**src/rtl/scan_pkg.sv**
```systemverilog
// Shared types and the MISR compaction equation for the scan compaction block.
package scan_pkg;

    typedef enum logic [1:0] {
        IDLE    = 2'd0,
        COMPACT = 2'd1,
        HOLD    = 2'd2,
        UNLOAD  = 2'd3
    } misr_state_t;

    localparam logic [15:0] DEF_POLY = 16'h1021;
    localparam logic [15:0] DEF_SEED = 16'h0000;

    // Widths up to 64 are carried in 64-bit containers; bits above `width` are dropped.
    function automatic logic [63:0] misr_step(input logic [63:0] cur,
                                              input logic [63:0] d,
                                              input logic [63:0] poly,
                                              input int          width);
        logic [63:0] keep;
        logic [63:0] nxt;
        keep = (width >= 64) ? '1 : ((64'd1 << width) - 64'd1);
        nxt  = (cur << 1) ^ (cur[6'(width - 1)] ? poly : 64'd0) ^ d;
        return nxt & keep;
    endfunction

endpackage

```
**src/rtl/scan_misr_unload.sv**
```systemverilog
// Serializer: snapshots the signature into a shadow register and shifts it out MSB first.
module scan_misr_unload #(
    parameter int WIDTH = 16
) (
    input  logic             clk,
    input  logic             abort,
    input  logic             start,
    input  logic [WIDTH-1:0] load_val,
    output logic             sig_out,
    output logic             sig_valid,
    output logic             done
);

    localparam int CW = $clog2(WIDTH);

    logic [WIDTH-1:0] shadow;
    logic [CW-1:0]    bit_cnt;

    // bit_cnt counts down the bits still to follow the one on sig_out.
    always_ff @(posedge clk) begin
        if (abort) begin
            shadow    <= '0;
            bit_cnt   <= '0;
            sig_valid <= 1'b0;
        end else if (start) begin
            shadow    <= load_val;
            bit_cnt   <= CW'(WIDTH - 1);
            sig_valid <= 1'b1;
        end else if (sig_valid) begin
            shadow  <= {shadow[WIDTH-2:0], 1'b0};
            bit_cnt <= bit_cnt - 1'b1;
            if (bit_cnt == '0) begin
                sig_valid <= 1'b0;
            end
        end
    end

    assign done    = sig_valid && (bit_cnt == '0);
    assign sig_out = sig_valid & shadow[WIDTH-1];

endmodule

```
**src/rtl/scan_misr.sv**
```systemverilog
// Multiple-input signature register compacting scan chain tails, with serial unload.
//   state   | meaning
//   IDLE    | cleared, waiting for shift or unload
//   COMPACT | compacting every tscan_enable cycle
//   HOLD    | signature frozen between shift phases
//   UNLOAD  | serializer shifting the signature out
module scan_misr
    import scan_pkg::*;
#(
    parameter int               NCHAIN = 4,
    parameter int               WIDTH  = 16,
    parameter logic [WIDTH-1:0] POLY   = WIDTH'(DEF_POLY),
    parameter logic [WIDTH-1:0] SEED   = WIDTH'(DEF_SEED)
) (
    input  logic              clk,
    input  logic              rst,
    input  logic              tscan_enable,
    input  logic [NCHAIN-1:0] scan_in,
    input  logic [NCHAIN-1:0] scan_mask,
    input  logic              misr_clear,
    input  logic              misr_unload,
    output logic              sig_out,
    output logic              sig_valid,
    output logic [WIDTH-1:0]  signature,
    output logic [15:0]       shift_cnt,
    output logic              busy,
    output logic              unload_err
);

    if (NCHAIN > WIDTH || NCHAIN < 1 || WIDTH < 2 || WIDTH > 64) begin : g_bad_params
        $error("scan_misr: need 1 <= NCHAIN <= WIDTH and 2 <= WIDTH <= 64");
    end

    misr_state_t      state, state_next;
    logic [WIDTH-1:0] misr;
    logic [WIDTH-1:0] misr_next;
    logic [WIDTH-1:0] d_ext;
    logic             do_compact;
    logic             start_unload;
    logic             err_set;
    logic             unload_done;
    logic             abort;

    assign d_ext     = WIDTH'(scan_in & ~scan_mask);
    assign misr_next = WIDTH'(misr_step(64'(misr), 64'(d_ext), 64'(POLY), WIDTH));
    assign abort     = rst | misr_clear;

    always_comb begin
        state_next   = state;
        do_compact   = 1'b0;
        start_unload = 1'b0;
        err_set      = 1'b0;
        case (state)
            IDLE, HOLD: begin
                if (tscan_enable) begin
                    do_compact = 1'b1;
                    err_set    = misr_unload;
                    state_next = COMPACT;
                end else if (misr_unload) begin
                    start_unload = 1'b1;
                    state_next   = UNLOAD;
                end
            end
            COMPACT: begin
                if (tscan_enable) begin
                    do_compact = 1'b1;
                    err_set    = misr_unload;
                end else begin
                    state_next = HOLD;
                end
            end
            UNLOAD: begin
                err_set = tscan_enable;
                if (unload_done) begin
                    state_next = IDLE;
                end
            end
            default: state_next = IDLE;
        endcase
    end

    always_ff @(posedge clk) begin
        if (abort) begin
            state      <= IDLE;
            misr       <= SEED;
            shift_cnt  <= 16'd0;
            unload_err <= 1'b0;
        end else begin
            state <= state_next;
            if (do_compact) begin
                misr <= misr_next;
                if (shift_cnt != 16'hFFFF) begin
                    shift_cnt <= shift_cnt + 16'd1;
                end
            end else if (state == UNLOAD && unload_done) begin
                misr      <= SEED;
                shift_cnt <= 16'd0;
            end
            if (err_set) begin
                unload_err <= 1'b1;
            end
        end
    end

    scan_misr_unload #(
        .WIDTH (WIDTH)
    ) u_unload (
        .clk       (clk),
        .abort     (abort),
        .start     (start_unload),
        .load_val  (misr),
        .sig_out   (sig_out),
        .sig_valid (sig_valid),
        .done      (unload_done)
    );

    assign signature = misr;
    assign busy      = (state == UNLOAD);

endmodule

```
**config.mk**
```make
export PLATFORM = sky130hd
export DESIGN_NAME = scan_misr
export DESIGN_NICKNAME = d
export VERILOG_FILES = /design/src/rtl/scan_pkg.sv /design/src/rtl/scan_misr_unload.sv /design/src/rtl/scan_misr.sv
export SDC_FILE = /design/constraint.sdc
export NUM_CORES = 1
export LEC_CHECK = 0
export ABC_AREA = 1
export CAP_MARGIN = 10
export CORE_MARGIN = 5
export CORE_UTILIZATION = 50
export DETAILED_ROUTE_END_ITERATION = 8
export HOLD_SLACK_MARGIN = 0.1
export PLACE_DENSITY = 0.84
export SLEW_MARGIN = 25
export SYNTH_ARGS = -nofsm -noshare
export SYNTH_HDL_FRONTEND = slang
export SYNTH_HIERARCHICAL = 1
export SYNTH_SLANG_ARGS = --single-unit
```
**constraint.sdc**
```tcl
create_clock -name clk -period 1.75 [get_ports clk]
set_input_delay 0.2625 -clock clk [delete_from_list [all_inputs] [get_ports clk]]
set_output_delay 0.2625 -clock clk [all_outputs]
set_load 0.05 [all_outputs]
```
==> flow_metrics.tcl, run 1 <==
set metrics [dict create \
    dieWidth_microns 86.9 \
    clock_power_share_pct 34.5 \
    drive_above_1_share_pct 20.0 \
    sequential_share_of_power_pct 54.7 \
    hold_path.class "flip-flop to flip-flop" \
    crit_required_ns 1.95 \
    status "finished clean" \
    timing_worst_slew_pin_value_ns 0.500 \
    vias_post_dr 3025 \
    synth_area_sq_um 2960 \
    fin_worst_skew_ns 0.00672 \
    report.final.setup_viol 0 \
    timing.final.hold_violations 0 \
    nFillCells 527 \
    post_synth_inst_count 452 \
    clock-sinks 56 \
    drt_first_iter_violations 130 \
    port_buffers 48 \
    antennaDiodeCount 0 \
    antenna_found_initial 0 \
    top_level_ports 49 \
    wirelength_mm 7.48 \
    antenna_left 0 \
    buf_inv_stages_crit_path 2 \
    clock_slew_at_the_register_clock_pins_of_the_worst_setup_and_hold_paths_ns 0.10 \
    floorplan.die_area_sq_um 7550 \
    cp_slowest_stage_delay_ns 0.34 \
    detailedPlacementHpwl_mm 5.59 \
    power_switching_share_pct 24.1 \
    mapped_nets 467 \
    comb_power_share_pct 10.8 \
    areaGrowthSynthToFinish_pct 23.7 \
    most_common_cell_type_on_the_critical_path "sky130_fd_sc_hd__nand2_2" \
    timing.max_cap.violations 0 \
    cts-root-buf "sky130_fd_sc_hd__clkbuf_8" \
    routabilityCongestion 0.919 \
    layout_min_cycle_time_ns 1.64 \
    drt_drc_violations_left 0 \
    worstPathMaxFanout 10 \
    initial_utilization_pct 50.5 \
    final_core_util_pct 62.5 \
    latest_clock_arrival_within_the_worst_skew_pair_ns 0.31 \
    critical_path_class "flip-flop to flip-flop" \
    p_leak_nw 1.68 \
    grt_start_max_net_pins 23 \
    pwr_density_cell_nw_per_um2 648 \
    ys_ff_latch 56 \
    syn_area_per_cell_sq_um 6.54 \
    net-switching-power_uw 570 \
    yosysUniqueCellTypes 30 \
    chipHeight_microns 86.9 \
    max_freq_ghz 0.611 \
    globalRouteTotalUtil_pct 20.8 \
    vias_in_the_first_global_route 2938 \
    final_critical_path_setup_slack_ns 0.113 \
    peakVddDrop_v 0.000386 \
    synth-main-ff-cell "sky130_fd_sc_hd__dfxtp_1" \
    clk_path_buf_depth 2 \
    slew_headroom_pct 66.6 \
    floorplan_core_area_sq_um 5850 \
    synth_edf_count 0 \
    grt-ovfl-total 0 \
    wl_per_cell_microns 12.8 \
    crit_path_end_kind "flip-flop" \
    async_reset_ff_share_pct 0 \
    number_of_buffers_inserted_by_hold_repair_at_cts 0 \
    vias_per_cell 5.18 \
    worstPathCellList "inv_2 -> ha_2 -> nand3b_1 -> nor2_2 -> nand2_2 -> nand2_2 -> inv_1 -> nand2_4 -> nand2_8 -> nand2_1 -> a21oi_1" \
    num_rows 28 \
    slew_violations 0 \
    nets 525 \
    critical_path.top_delay_family "simple AND/OR/NAND/NOR gates" \
    critical-path-slowest-cell "sky130_fd_sc_hd__dfxtp_2" \
    grt_first_pass_wirelength_mm 12.7 \
    detailedPlace.worstSlack_ns -0.0470 \
    share_of_the_clock_period_used_by_the_worst_path_pct 93.6 \
    tritoncts "yes" \
    cts.htree.levels 2 \
    internal_power_mw 1.80 \
    firstDrtPassIters 4 \
    yosys_warnings 6 \
    cts-buffers-inserted 5 \
    start_kind "flip-flop" \
    synth_seq_area_share_pct 37.9 \
    worst-endpoint-arrival_ns 1.84 \
]
[metrics by stage]
| step | power, mW | hold slack [ns] | TNS [ns] | instance area [sq um] | std cells |
|---|---|---|---|---|---|
| detailed placement | 1.57 | 0.457 | -0.0470 | 3510 | 576 |
| global route | 2.46 | 0.492 | -0.140 | 3660 | 584 |
| global placement | 1.57 | 0.440 | 0 | 3510 | 576 |
| finish | 2.37 | 0.469 | 0 | 3660 | 584 |
| floorplan | 1.48 | 0.420 | 0 | 2960 | 452 |
| CTS | 2.38 | 0.471 | 0 | 3610 | 582 |
[area by class of cell]
type | count | area [sq um] | area share (%)
clock buffers | 5 | 68.8 | 1.88
clock inverters | 1 | 30.0 | 0.821
inverters | 65 | 244 | 6.67
multi-input cells | 315 | 1510 | 41.2
flip-flops and latches | 56 | 1130 | 30.8
well taps | 75 | 93.8 | 2.56
repair buffers | 67 | 588 | 16.1
[power by group through the flow]
stage	registers (mW)	logic [mW]	clock network [mW]
3_3_place_gp	1.33	0.243	0
4_1_cts	1.30	0.250	0.829
3_5_place_dp	1.33	0.249	0
2_1_floorplan	1.34	0.138	0
6_report	1.30	0.256	0.818
5_1_grt	1.30	0.280	0.881
[sequential cells by signal, indices dropped and copies added (netlist names)]
name                count
u_unload/shadow        16
state                   2
shift_cnt              16
u_unload/bit_cnt        4
unload_err              1
signature              16
u_unload/sig_valid      1
[synth_stat cells, types with 3 or more instances]
cell type                  number  area [sq um]
sky130_fd_sc_hd__nand2_2        8          50.1
sky130_fd_sc_hd__nand2_1      142           533
sky130_fd_sc_hd__nor2_4         3          33.8
sky130_fd_sc_hd__o21ai_0       11          55.1
sky130_fd_sc_hd__dfxtp_1       56          1120
sky130_fd_sc_hd__a21oi_2        5          43.8
sky130_fd_sc_hd__clkbuf_1       3          11.3
sky130_fd_sc_hd__or2_2          5          31.3
sky130_fd_sc_hd__buf_2          6          30.0
sky130_fd_sc_hd__nand3_1       55           275
sky130_fd_sc_hd__o32ai_1        4          35.0
sky130_fd_sc_hd__buf_6          3          33.8
sky130_fd_sc_hd__inv_2          5          18.8
sky130_fd_sc_hd__nor2_2         3          18.8
sky130_fd_sc_hd__a21oi_1       25           125
sky130_fd_sc_hd__inv_1         60           225
sky130_fd_sc_hd__nor2_1        39           146
[tightest hold or removal path: cells and delay by family, from the launching register on]
kind | cells | cell delay (ns)
DFF | 1 | 0.34
buffers and inverters | 1 | 0.06
AOI/OAI and AO/OA | 1 | 0.04
[cells by family (layout without fill, tap and decap cells)]
logic type,Yosys count,in the layout,share of synthesized area [%]
fa+ha+maj,2,2,0.846
buf+inv,81,138,11.9
flops,56,56,37.9
compound gates,49,49,9.78
simple gates,264,264,39.5
[routing by layer]
layer  vias up  track usage, %  part of all wire, %
met5         -               0                    0
met4         0            7.93                  2.1
met2        85            36.5                   51
li1       1519               -                    -
met3        22            3.78                  4.7
met1      1399            25.0                   42
[worst paths after layout]
kind	start	to	slack, ns	cells past startpoint
worst max-delay path	u_unload/bit_cnt[1]	shift_cnt[10]	0.11	11
worst min-delay path	u_unload/bit_cnt[1]	u_unload/bit_cnt[1]	0.47	2
worst max register to register	u_unload/bit_cnt[1]	shift_cnt[10]	0.11	11
worst min register to register	u_unload/bit_cnt[1]	u_unload/bit_cnt[1]	0.47	2
[cells in the final DEF, fill, tap and decap left out, types with 3 or more instances in the layout]
master / Yosys / routed
sky130_fd_sc_hd__inv_1: 60 / 59
sky130_fd_sc_hd__nor2_1: 39 / 37
sky130_fd_sc_hd__nand3_1: 55 / 55
sky130_fd_sc_hd__dfxtp_1: 56 / 52
sky130_fd_sc_hd__o32ai_1: 4 / 4
sky130_fd_sc_hd__buf_12: 0 / 4
sky130_fd_sc_hd__nor2_4: 3 / 5
sky130_fd_sc_hd__nand2_2: 8 / 9
sky130_fd_sc_hd__clkdlybuf4s50_1: 0 / 12
sky130_fd_sc_hd__nand2_1: 142 / 141
sky130_fd_sc_hd__buf_4: 2 / 50
sky130_fd_sc_hd__o21ai_0: 11 / 11
sky130_fd_sc_hd__nor2_2: 3 / 3
sky130_fd_sc_hd__inv_2: 5 / 6
sky130_fd_sc_hd__dfxtp_2: 0 / 4
sky130_fd_sc_hd__clkbuf_8: 0 / 5
sky130_fd_sc_hd__or2_2: 5 / 5
sky130_fd_sc_hd__a21oi_1: 25 / 25
sky130_fd_sc_hd__a21oi_2: 5 / 5
[timing repair]
action                     in CTS  in global routing
pin swaps                       0                  6
resized for setup               1                 11
buffers inserted                0                  2
setup endpoints to repair       5                 17
Note: power is estimated with default switching activity, not from simulation.
==> inputs of run 2 (changes only) <==
Settings changed: GPL_TIMING_DRIVEN set to 0.
==> run 2 against run 1 <==
Net effect:
- register-to-register slack worse by 0.09 ns
- count of clock-buffer cells in the layout unchanged
- first-iteration DRC count rose by 58%
- combinational power fell by 2%
- sequential power about the same
- worst hold slack worse by 0.011 ns
- cell count grew 0.86%
- die area did not move
- via count rose by 0.13%
- routed wire length is 1.9% higher
- largest cell class unchanged
- largest power group unchanged
- highest routed layer unchanged
==> flow_metrics.tcl, run 2 (synthesis gave the netlist of run 1 again) <==
set metrics [dict create \
    port_buffers 48 \
    clock_slew_at_the_register_clock_pins_of_the_worst_setup_and_hold_paths_ns 0.11 \
    max_freq_ghz 0.580 \
    globalRouteTotalUtil_pct 20.4 \
    pwr_density_cell_nw_per_um2 620 \
    cts.htree.levels 2 \
    instances_no_fill 589 \
    report.final.setup_viol 0 \
    start_kind "flip-flop" \
    top_level_ports 49 \
    clock-sinks 56 \
    p_leak_nw 1.77 \
    grt_start_max_net_pins 19 \
    slew_headroom_pct 65.4 \
    firstDrtPassIters 4 \
    vias_in_the_first_global_route 2867 \
    nets 528 \
    crit_path_end_kind "flip-flop" \
    initial_utilization_pct 50.5 \
    dieWidth_microns 86.9 \
    areaGrowthSynthToFinish_pct 24.8 \
    internal_power_mw 1.67 \
    place_inst 575 \
    clock_power_share_pct 32.3 \
    wl_per_cell_microns 12.9 \
    detailedPlace.worstSlack_ns -0.459 \
    antennaDiodeCount 0 \
    wirelength_mm 7.63 \
    mostFrequentLayoutCell "sky130_fd_sc_hd__nand2_1" \
    timing_worst_slew_pin_value_ns 0.518 \
    number_of_buffers_inserted_by_hold_repair_at_cts 0 \
    cts-root-buf "sky130_fd_sc_hd__clkbuf_8" \
    num_rows 28 \
    peakVddDrop_v 0.000348 \
    slew_violations 0 \
    power_switching_share_pct 27.1 \
    final_cell_mix "sky130_fd_sc_hd__nand2_1 (140), sky130_fd_sc_hd__inv_1 (58), sky130_fd_sc_hd__nand3_1 (55), sky130_fd_sc_hd__dfxtp_1 (51), sky130_fd_sc_hd__nor2_1 (37)" \
    sequential_share_of_power_pct 56.7 \
    antenna_found_initial 0 \
    crit_required_ns 1.95 \
    drt_first_iter_violations 205 \
    status "finished clean" \
    floorplan.die_area_sq_um 7550 \
    detailedPlacementHpwl_mm 5.48 \
    grt-ovfl-total 0 \
    worstPathMaxFanout 7 \
    net-switching-power_uw 620 \
    critical_path_class "flip-flop to flip-flop" \
    timing.max_cap.violations 0 \
    timing.final.hold_violations 0 \
    antenna_left 0 \
    rsz_0062_raised_after_global_routing "yes" \
    drt_drc_violations_left 0 \
    nFillCells 549 \
    hold_path.class "flip-flop to flip-flop" \
    share_of_the_clock_period_used_by_the_worst_path_pct 98.5 \
    latest_clock_arrival_within_the_worst_skew_pair_ns 0.32 \
    fin_worst_skew_ns 0.0139 \
    floorplan_core_area_sq_um 5850 \
    tritoncts "yes" \
    final_critical_path_setup_slack_ns 0.0270 \
    vias_per_cell 5.14 \
    routabilityCongestion 0.942 \
    cts-buffers-inserted 5 \
    worst-endpoint-arrival_ns 1.93 \
    drive_above_1_share_pct 14.4 \
    comb_power_share_pct 11.0 \
    vias_post_dr 3029 \
    layout_min_cycle_time_ns 1.72 \
    chipHeight_microns 86.9 \
    grt_first_pass_wirelength_mm 12.5 \
    clk_path_buf_depth 2 \
]
[run 2: cell types whose count changed in the layout (fill, tap and decap cells not counted), sizes merged]
cell           before  now
buf                54   20
bufinv              1    0
clkbuf              5    8
clkdlybuf4s15       0    1
clkinv              0    1
clkinvlp            0    1
dlygate4sd2         0   33
inv                65   66
[run 2: worst paths after layout]
path / endpoint / from / cells past startpoint / slack (ns)
worst max-delay path: shift_cnt[12] / u_unload/bit_cnt[1] / 10 / 0.03
worst min-delay path: unload_err / unload_err / 2 / 0.46
worst max register to register: shift_cnt[12] / u_unload/bit_cnt[1] / 10 / 0.03
worst min register to register: unload_err / unload_err / 2 / 0.46
[run 2: power by group through the flow]
stage / Sequential, mW / Clock [mW] / Combinational (mW)
finish: 1.30 / 0.739 / 0.252
global placement: 1.33 / 0 / 0.231
floorplan: 1.34 / 0 / 0.138
detailed placement: 1.33 / 0 / 0.234
global route: 1.30 / 0.812 / 0.275
CTS: 1.30 / 0.750 / 0.234
[run 2: layout make-up]
cell class	instances	area [sq um]	area share [%]
Clock buffer	5	68.8	1.87
Tap cell	75	93.8	2.54
Clock inverter	3	21.3	0.577
Sequential cell	56	1130	30.6
Inverter	65	246	6.68
Buffer	16	118	3.19
Multi-Input combinational cell	315	1530	41.3
Timing Repair Buffer	54	485	13.2
[run 2: through the flow]
step                area [sq um]  hold WS (ns)  setup TNS [ns]  total power, mW  util [%]
CTS                         3600         0.459               0             2.28      61.5
finish                      3690         0.457               0             2.29      63.0
detailed placement          3530         0.444           -9.36             1.56      60.4
global placement            3530         0.441           -8.18             1.56      60.4
floorplan                   2960         0.420               0             1.48         -
global route                3690         0.481          -0.564             2.39      63.0
[run 2: layer usage]
layer / routed length [microns] / up-vias / global-route usage (%)
met1: 3280 / 1395 / 24.9
met4: 75 / 0 / 6.09
met5: 0 / - / 0
met2: 3840 / 92 / 35.4
li1: - / 1533 / -
met3: 428 / 9 / 4.82
[run 2: timing repair]
item | 4_1_cts | 5_1_grt
buffers inserted | 0 | 6
resized for setup | 42 | 21
setup endpoints to repair | 57 | 20
pin swaps | 0 | 8
[run 2: critical path, stage by stage, from the launching register on]
cell and delay, ns:
sky130_fd_sc_hd__dfxtp_2 0.34, sky130_fd_sc_hd__inv_2 0.08, sky130_fd_sc_hd__ha_4 0.15, sky130_fd_sc_hd__nand3b_1 0.11
sky130_fd_sc_hd__nor2_2 0.20, sky130_fd_sc_hd__nand2_2 0.13, sky130_fd_sc_hd__nand2_4 0.12, sky130_fd_sc_hd__inv_4 0.06
sky130_fd_sc_hd__nor2_4 0.22, sky130_fd_sc_hd__buf_6 0.14, sky130_fd_sc_hd__a21oi_1 0.05
